File: src/rtl/pci_arb_pkg.sv
// pci_arb_pkg: shared state type and default sizing for the PCI bus arbiter.
package pci_arb_pkg;

  // Arbiter ownership states.
  typedef enum logic [1:0] {
    ST_IDLE  = 2'd0,  // no grant outstanding
    ST_GRANT = 2'd1,  // grant issued, waiting for the owner to start FRAME
    ST_BUSY  = 2'd2,  // owner's transaction in progress
    ST_DEAD  = 2'd3   // one turnaround cycle with every GNT released
  } arb_state_t;

  localparam int PCI_ARB_N_MASTERS_DEF = 3;
  localparam int PCI_ARB_TIMEOUT_DEF   = 16;

endpackage

File: src/rtl/pci_rr_picker.sv
// pci_rr_picker: combinational round-robin picker over active-low requests.
// Searches ptr, ptr+1, ... (mod N_MASTERS) and returns the first requester.
module pci_rr_picker
  import pci_arb_pkg::*;
#(
  parameter int N_MASTERS = PCI_ARB_N_MASTERS_DEF,
  localparam int PW = $clog2(N_MASTERS)
) (
  input  logic [N_MASTERS-1:0] REQ,
  input  logic [PW-1:0]        ptr,
  output logic [PW-1:0]        winner,
  output logic                 any
);

  // One extra bit holds ptr+k before the modulo fold (max 2*N_MASTERS-2).
  logic [PW:0] idx;

  // Scan upward from ptr with wraparound and keep the first low request.
  always_comb begin
    winner = '0;
    any    = 1'b0;
    idx    = '0;
    for (int k = 0; k < N_MASTERS; k++) begin
      idx = {1'b0, ptr} + (PW+1)'(k);
      if (idx >= (PW+1)'(N_MASTERS)) begin
        idx = idx - (PW+1)'(N_MASTERS);
      end
      if (!any && !REQ[idx[PW-1:0]]) begin
        winner = idx[PW-1:0];
        any    = 1'b1;
      end
    end
  end

endmodule

File: src/rtl/pci_bus_arbiter.sv
// pci_bus_arbiter: central round-robin PCI arbiter with grant timeout.
// One active-low GNT at a time, always separated by a dead cycle.
// Optional macro PCI_ARB_HIDDEN_EN: hidden arbitration (the owner's grant is
// released mid-transaction as soon as another master requests).
module pci_bus_arbiter
  import pci_arb_pkg::*;
#(
  parameter int N_MASTERS     = PCI_ARB_N_MASTERS_DEF,
  parameter int GRANT_TIMEOUT = PCI_ARB_TIMEOUT_DEF,
  localparam int PW = $clog2(N_MASTERS),
  localparam int CW = $clog2(GRANT_TIMEOUT + 1)
) (
  input  logic                 clk,
  input  logic                 rst_n,
  input  logic [N_MASTERS-1:0] REQ,
  input  logic                 FRAME,
  input  logic                 IRDY,
  output logic [N_MASTERS-1:0] GNT,
  output logic [PW-1:0]        OWNER,
  output logic                 TIMEOUT
);

  arb_state_t    state_reg;
  logic [PW-1:0] ptr_reg;
  logic [CW-1:0] cnt_reg;
  logic          idle_q;

  logic          bus_idle;
  logic          txn_start;
  logic [PW-1:0] pick_winner;
  logic          pick_any;

  // The bus is idle only when both shared strobes are deasserted.
  assign bus_idle  = FRAME & IRDY;
  // A transaction starts on the first FRAME low following an idle cycle.
  assign txn_start = idle_q & ~FRAME;

  pci_rr_picker #(
    .N_MASTERS(N_MASTERS)
  ) u_picker (
    .REQ   (REQ),
    .ptr   (ptr_reg),
    .winner(pick_winner),
    .any   (pick_any)
  );

`ifdef PCI_ARB_HIDDEN_EN
  logic [N_MASTERS-1:0] other_req;
  logic                 others_req;

  for (genvar gi = 0; gi < N_MASTERS; gi++) begin : g_other
    assign other_req[gi] = ~REQ[gi] & (OWNER != PW'(gi));
  end
  assign others_req = |other_req;
`endif

  // Arbitration FSM; GNT, OWNER and TIMEOUT are all registered here.
  always_ff @(posedge clk or negedge rst_n) begin
    if (!rst_n) begin
      state_reg <= ST_IDLE;
      GNT       <= '1;
      OWNER     <= '0;
      TIMEOUT   <= 1'b0;
      ptr_reg   <= '0;
      cnt_reg   <= '0;
      idle_q    <= 1'b1;
    end else begin
      idle_q  <= bus_idle;
      TIMEOUT <= 1'b0;
      case (state_reg)
        ST_IDLE: begin
          if (pick_any) begin
            GNT       <= ~(N_MASTERS'(1) << pick_winner);
            OWNER     <= pick_winner;
            ptr_reg   <= (pick_winner == PW'(N_MASTERS - 1)) ? '0 : pick_winner + 1'b1;
            state_reg <= ST_GRANT;
          end
        end
        ST_GRANT: begin
          if (txn_start) begin
            state_reg <= ST_BUSY;
            cnt_reg   <= '0;
          end else if (REQ[OWNER]) begin
            // Withdrawal outranks a coincident timeout and gives no pulse.
            GNT       <= '1;
            state_reg <= ST_DEAD;
          end else if (bus_idle && cnt_reg == CW'(GRANT_TIMEOUT - 1)) begin
            GNT       <= '1;
            TIMEOUT   <= 1'b1;
            cnt_reg   <= '0;
            state_reg <= ST_DEAD;
          end else if (bus_idle && cnt_reg != CW'(GRANT_TIMEOUT)) begin
            cnt_reg <= cnt_reg + 1'b1;
          end
        end
        ST_BUSY: begin
`ifdef PCI_ARB_HIDDEN_EN
          if (bus_idle || others_req) begin
`else
          if (bus_idle) begin
`endif
            GNT       <= '1;
            state_reg <= ST_DEAD;
          end
        end
        ST_DEAD: begin
          state_reg <= ST_IDLE;
        end
        default: begin
          GNT       <= '1;
          state_reg <= ST_IDLE;
        end
      endcase
    end
  end

endmodule
File: config.mk
export PLATFORM = sky130hd
export DESIGN_NAME = pci_bus_arbiter
export DESIGN_NICKNAME = d
export VERILOG_FILES = /design/src/rtl/pci_arb_pkg.sv /design/src/rtl/pci_rr_picker.sv /design/src/rtl/pci_bus_arbiter.sv
export SDC_FILE = /design/constraint.sdc
export NUM_CORES = 1
export LEC_CHECK = 0
export BUFFER_PORTS_ARGS = -buffer_cell sky130_fd_sc_hd__buf_2
export CAP_MARGIN = 15
export CELL_PAD_IN_SITES_DETAIL_PLACEMENT = 1
export CELL_PAD_IN_SITES_GLOBAL_PLACEMENT = 1
export CORE_MARGIN = 3
export CORE_UTILIZATION = 45
export DETAILED_ROUTE_END_ITERATION = 10
export PLACE_DENSITY = 0.76
export SYNTH_ARGS = -nofsm -noshare
export SYNTH_HDL_FRONTEND = slang
export SYNTH_HIERARCHICAL = 1
export SYNTH_SLANG_ARGS = --single-unit
File: constraint.sdc
create_clock -name clk -period 3.2 [get_ports clk]
set_clock_uncertainty 0.15 [all_clocks]
set_input_delay 0.32 -clock clk [delete_from_list [all_inputs] [get_ports clk]]
set_output_delay 0.32 -clock clk [all_outputs]
set_load 0.02 [all_outputs]
# After elaboration in Yosys (flattened, before gate mapping)
# Cells that the tools add are included.
totals:
  register_bits: 16
  inputBits: 7
  out_inout_bits: 6
  elab_cells: 90
op_classes:
  add_sub_neg: 7
  magnitude_cmp: 7
  eq_ne: 12
  shift: 1
  muxes: 38
  bitwise: 4
  reduce_logical: 14
ops:
  columns: ["op", "n"]
  rows:
  - ["$mux 2", 12]
  - ["$mux 5", 4]
  - ["$mux 3", 5]
  - ["$lt 2x3->1 const B", 4]
  - ["$mux 1", 11]
  - ["$pmux 3 s3", 1]
  - ["$bmux 1 s2", 4]
  - ["$ne 2x2->1 const B", 4]
  - ["$pmux 2 s4", 1]
  - ["$eq 2x2->1 const B", 3]
  - ["$ge 3x2->1 const B", 2]
  - ["$reduce_and 3->1", 2]
  - ["$reduce_bool 3->1", 2]
  - ["$sub 2x2->2 const B", 3]
  - ["$add 5x1->5 const B", 1]
  - ["$eq 5x4->1 const B", 1]
  - ["$ne 5x5->1 const B", 1]
  - ["$reduce_and 5->1", 1]
  - ["$logic_and 1x1->1", 4]
  - ["$ne 4x4->1 const B", 1]
  - ["$add 2x1->3 const B", 1]
  - ["$add 2x2->3 const B", 1]
  - ["$logic_not 1->1", 3]
  - ["$ne 3x3->1 const B", 1]
  - ["other kinds (9)", 10]

# Depth between registers and ports, before layout
logic_depth:
  word_depth: 15
  mapped_depth: 11
  mapped_depth_nobuf: 10

# Cells and area by module
# Netlist, hierarchy kept.
modules_own_cells:
  columns: ["mod", "n_inst", "cells_per_inst", "area_each_um2", "seq_area_each_um2"]
  rows:
  - ["pci_bus_arbiter", 1, 84, 942.2, 405.4]
  - ["pci_rr_picker", 1, 36, 261.5, 0.0]

# Worst setup path after synthesis
# Ideal clock, no wire load.
synth_path:
  path_type: "register -> register"
  from: "register ptr_reg[0]"
  to: "register GNT[1]"
  setup_ns: 0.085
  arrival_time_ns: 2.139
  t_required_ns: 2.965
  slack_ns: 0.826
  path_stages_with_launch: 11
  n_path_buf: 1
  synth_period_minus_slack_ns: 2.374
  cell_sequence: "dfrtp_1 > inv_1 > ha_1 > buf_4 > a21boi_0 > a221oi_1 > a21boi_4 > a22oi_2 > nand2b_1 > or2_2 > mux2_1"
synth_between:
  elab_chain_cells: 15
  elab_cells_between_ends: 34
  classes_between: "5 x add/sub; 3 x order compare; 1 x eq/ne; 1 x shift; 17 x mux; 1 x bitwise; 6 x reduce/logical"
synth_lines:
  columns: ["item", "line", "source"]
  rows:
  - ["from (decl)", "pci_bus_arbiter.sv:24", "logic [PW-1:0] ptr_reg;"]
  - ["from (signal assigned)", "pci_bus_arbiter.sv:75", "ptr_reg <= (pick_winner == PW'(N_MASTERS - 1)) ? '0 : pick_winner + 1'b1;"]
  - ["$add 2x1->3", "pci_rr_picker.sv:24", "idx = {1'b0, ptr} + (PW+1)'(k);"]
  - ["$ge 3x2->1 / $sub 2x2->2 (equally long branches)", "pci_rr_picker.sv:25, pci_rr_picker.sv:26", null]
  - ["$mux 2", "pci_rr_picker.sv:25", "if (idx >= (PW+1)'(N_MASTERS)) begin"]
  - ["$bmux 1 s2", "pci_rr_picker.sv:28", "if (!any && !REQ[idx[PW-1:0]]) begin"]
  - ["$mux 1 (implied by the code)", "pci_rr_picker.sv:28", null]
  - ["$logic_not 1->1", "pci_rr_picker.sv:28", null]
  - ["$logic_and 1x1->1", "pci_rr_picker.sv:28", null]
  - ["$mux 1", "pci_rr_picker.sv:28", null]
  - ["$logic_not 1->1", "pci_rr_picker.sv:28", null]
  - ["$logic_and 1x1->1", "pci_rr_picker.sv:28", null]
  - ["$mux 2 (*)", "pci_rr_picker.sv:28", null]
  - ["net pick_winner[0]", "pci_bus_arbiter.sv:30", "logic [PW-1:0] pick_winner;"]
  - ["$shl 1x2->3 (*)", "pci_bus_arbiter.sv:73", "GNT <= ~(N_MASTERS'(1) << pick_winner);"]
  - ["$not 3->3 (*)", "pci_bus_arbiter.sv:73", null]
  - ["$mux 3 (*)", "pci_bus_arbiter.sv:72", "if (pick_any) begin"]
  - ["$pmux 3 s3 (*)", "pci_bus_arbiter.sv:70", "case (state_reg)"]
  - ["to (signal assigned)", "pci_bus_arbiter.sv:73", null]
  - ["to (decl)", "pci_bus_arbiter.sv:18", "output logic [N_MASTERS-1:0] GNT,"]
# Mark *: on every way through the listed nets, which the timed path passes. The rest lies on a longest branch. The select of a mux whose other input is x is not followed.
# A chain may end at the register's enable or synchronous reset.

# Final worst setup path
# Same ends and word-level chain as after synthesis.

==> out/qor.tcl <==
set qor(clock_slew_seen_by_the_registers_of_the_worst_setup_and_hold_paths_ps) 110
set qor(initial_core_utilization_pct) 48.1
set qor(ios) 13
set qor(place.gp.congestion) 0.772
set qor(wl_per_instance_um) 16.1
set qor(setup.worst_path.end) {GNT[1]$_DFFE_PN1P_}
set qor(route.final.wire_length_mm) 2.67
set qor(drive_above_1_share_pct) 27.9
set qor(vias_per_cell) 5.55
set qor(ys_warn_count) 6
set qor(cts_tree) {yes}
set qor(timing_max_transition_violations_final) 0
set qor(outcome) {complete, no violations}
set qor(fin_total_pwr_mw) 1.26
set qor(number_of_h_tree_levels) 1
set qor(cts_buffer_depth) 2
set qor(grt_start_max_net_pins) 17
set qor(multi_input_area_um2) 734
set qor(ff2ff_path_depth) 9
set qor(synth_sequential_area_ratio_pct) 33.7
set qor(p_leak_nw) 0.604
set qor(post_cts_resized) 0
set qor(chip_height_um) 57.7
set qor(route.met2.wl_mm) 1.20
set qor(end_kind) {register}
set qor(finalWorstSetupSlack_ps) 556
set qor(hold_viol_final) 0
set qor(port_buffers) 12
set qor(post_layout_nonfiller_instances) 166
set qor(nFillCells) 286
set qor(r2r_slack_ps) 560
set qor(clkLatencyLatePin_ps) 290
set qor(yosysUniqueCellTypes) 43
set qor(slew_headroom_pct) 69.9
set qor(postPlaceCellArea_mm2) 0.00129
set qor(timing.final.crit_share_pct) 82.6
set qor(core-area_mm2) 0.00250
set qor(topRoutingLayerUsed) {met4}
set qor(async_reset_ff_share_pct) 100
set qor(final_util_pct) 53.6
set qor(grt-ovfl-total) 0
set qor(dr.first_iter.drc_count) 34
set qor(grt_util_all_layers_pct) 18.1
set qor(rsz_0062_raised_after_global_routing) {false}
set qor(num_antenna_cells) 0
set qor(synthCells) 120
set qor(finalSetupViolations) 0
set qor(power.density_mw_per_mm2) 942
set qor(dieArea_mm2) 0.00333
set qor(global_route_wire_length_before_repair_mm) 4.64
set qor(core.rowCount) 18
set qor(met3WireLength_um) 90
set qor(detail_route.wirelength.met1_mm) 1.37
set qor(crit-reg2reg-capture) {GNT[1]$_DFFE_PN1P_}
set qor(setup-tns-final_ps) 0
set qor(worstPathArrival_ps) 2730
set qor(reg2reg_from) {ptr_reg[0]$_DFFE_PN0P_}
set qor(cp-start-kind) {register}
set qor(ys.flop_type) {sky130_fd_sc_hd__dfrtp_1}
set qor(numCtsBuffers) 3
set qor(synth_enable_flop_cells) 0
set qor(register_area_um2) 405
set qor(finalNetCount) 154
set qor(die_w_um) 57.7
set qor(final_common_cell) {sky130_fd_sc_hd__inv_1}
set qor(max_cap_violations) 0
set qor(postCtsSetupBuffers) 0
set qor(commonest_cells_after_routing_fill_and_taps_aside) {sky130_fd_sc_hd__inv_1 (15), sky130_fd_sc_hd__dfrtp_1 (12), sky130_fd_sc_hd__buf_2 (12)}
set qor(numClockSinks) 16
set qor(timing_worst_slew_pin_value_ps) 452
set qor(detailedRoute.firstPassIterationCount) 4
set qor(finalInstanceArea_mm2) 0.00134
set qor(postSynthNetCount) 137
set qor(postSynthAreaPerCell_um2) 10.0
set qor(dpl.cell_count) 161
set qor(dp_worst_setup_slack_ps) 577
set qor(cts_root_buf) {sky130_fd_sc_hd__clkbuf_4}
set qor(final_period_minus_worst_setup_slack_ps) 2640
set qor(worst-setup-path-type) {register to register}
set qor(number_of_global_route_vias_before_repair) 986
set qor(hpwl_mm) 2.12
set qor(ir_drop_uv) 437
set qor(fmax_mhz) 378
set qor(netlist_area_mm2) 0.00120
set qor(postSynthRegisterBits) 16
set qor(worst-path-max-fanout) 9
set qor(crit_start) {ptr_reg[0]$_DFFE_PN0P_}
set qor(required_ps) 3280
set qor(largest_reg_flops) 5
set qor(worstHoldPathType) {primary input to register}
set qor(drc) 0
set qor(area_growth_pct) 11.3
set qor(vias) 922
set qor(post_route_antenna_net_violation_count) 0
set qor(holdWs_ps) 263
set qor(antenna_found_initial) 0
[cell usage after synthesis, types with 2 or more instances]
master / count / share of area [%]
sky130_fd_sc_hd__nor2b_1: 3 / 1.6
sky130_fd_sc_hd__dfstp_2: 4 / 8.7
sky130_fd_sc_hd__nor2_1: 6 / 1.9
sky130_fd_sc_hd__dfrtp_1: 12 / 25
sky130_fd_sc_hd__inv_1: 15 / 4.7
sky130_fd_sc_hd__o221ai_1: 2 / 1.5
sky130_fd_sc_hd__o22ai_1: 3 / 1.6
sky130_fd_sc_hd__o21ai_2: 2 / 1.5
sky130_fd_sc_hd__mux2_1: 5 / 4.7
sky130_fd_sc_hd__o211ai_4: 2 / 3.5
sky130_fd_sc_hd__a21oi_2: 2 / 1.5
sky130_fd_sc_hd__mux2_2: 4 / 3.7
sky130_fd_sc_hd__nand2b_1: 4 / 2.1
sky130_fd_sc_hd__a21oi_1: 3 / 1.2
sky130_fd_sc_hd__a21boi_0: 3 / 1.9
sky130_fd_sc_hd__or3_1: 3 / 1.6
sky130_fd_sc_hd__o21ai_0: 3 / 1.2
sky130_fd_sc_hd__ha_1: 10 / 10
sky130_fd_sc_hd__nand2_1: 10 / 3.1
[where the power goes]
group          internal [mW]  leakage [nW]  switching (mW)  total, mW
combinational          0.342         0.397           0.436      0.777
sequential             0.277         0.187          0.0673      0.344
clock                 0.0693        0.0210          0.0714      0.141
[kinds of logic after synthesis]
| logic type | count (synthesis) | share of synthesized area (%) |
|---|---|---|
| AND/OR/NAND/NOR | 36 | 16.1 |
| AO/OA/AOI/OAI | 31 | 24.0 |
| buffers and inverters | 16 | 5.30 |
| flip-flops | 16 | 33.7 |
| multiplexers | 11 | 10.5 |
| adder cells (fa/ha/maj) | 10 | 10.4 |
[area by class of cell]
type | count | share of cell area [%]
Sequential cell | 16 | 30.3
Tap cell | 30 | 2.80
Timing Repair Buffer | 13 | 5.23
Multi-Input combinational cell | 88 | 54.8
Clock buffer | 4 | 2.71
Inverter | 15 | 4.20
[worst max-delay path, stage by stage (launching register included)]
cell	delay [ps]
sky130_fd_sc_hd__dfrtp_1	410
sky130_fd_sc_hd__inv_1	60
sky130_fd_sc_hd__ha_1	430
sky130_fd_sc_hd__a21boi_0	140
sky130_fd_sc_hd__a221oi_1	400
sky130_fd_sc_hd__a21boi_4	120
sky130_fd_sc_hd__a22oi_2	230
sky130_fd_sc_hd__nand2b_1	100
sky130_fd_sc_hd__or2_2	270
sky130_fd_sc_hd__mux2_1	280
[what timing repair did]
item	4_1_cts	5_1_grt
hold buffers	1	0
endpoints found under the setup margin	0	0
endpoints found under the hold margin	12	0
[metal layers]
metal	track usage [%]	vias to the layer above
li1	-	463
met1	25.7	446
met2	27.9	11
met3	5.12	2
met4	2.98	0
met5	0	-
[worst min path at each step]
stage          start                     end  depth (start not counted)  slack (ps)
4_1_cts         IRDY        idle_q$_DFF_PN1_                          3         260
3_5_place_dp   rst_n  ptr_reg[1]$_DFFE_PN0P_                          1         110
3_3_place_gp   rst_n  ptr_reg[1]$_DFFE_PN0P_                          1         100
2_1_floorplan  rst_n    OWNER[0]$_DFFE_PN0P_                          0        -130
6_report        IRDY        idle_q$_DFF_PN1_                          3         260
5_1_grt         IRDY        idle_q$_DFF_PN1_                          3         280
Note: power is estimated with default switching activity, not from simulation.
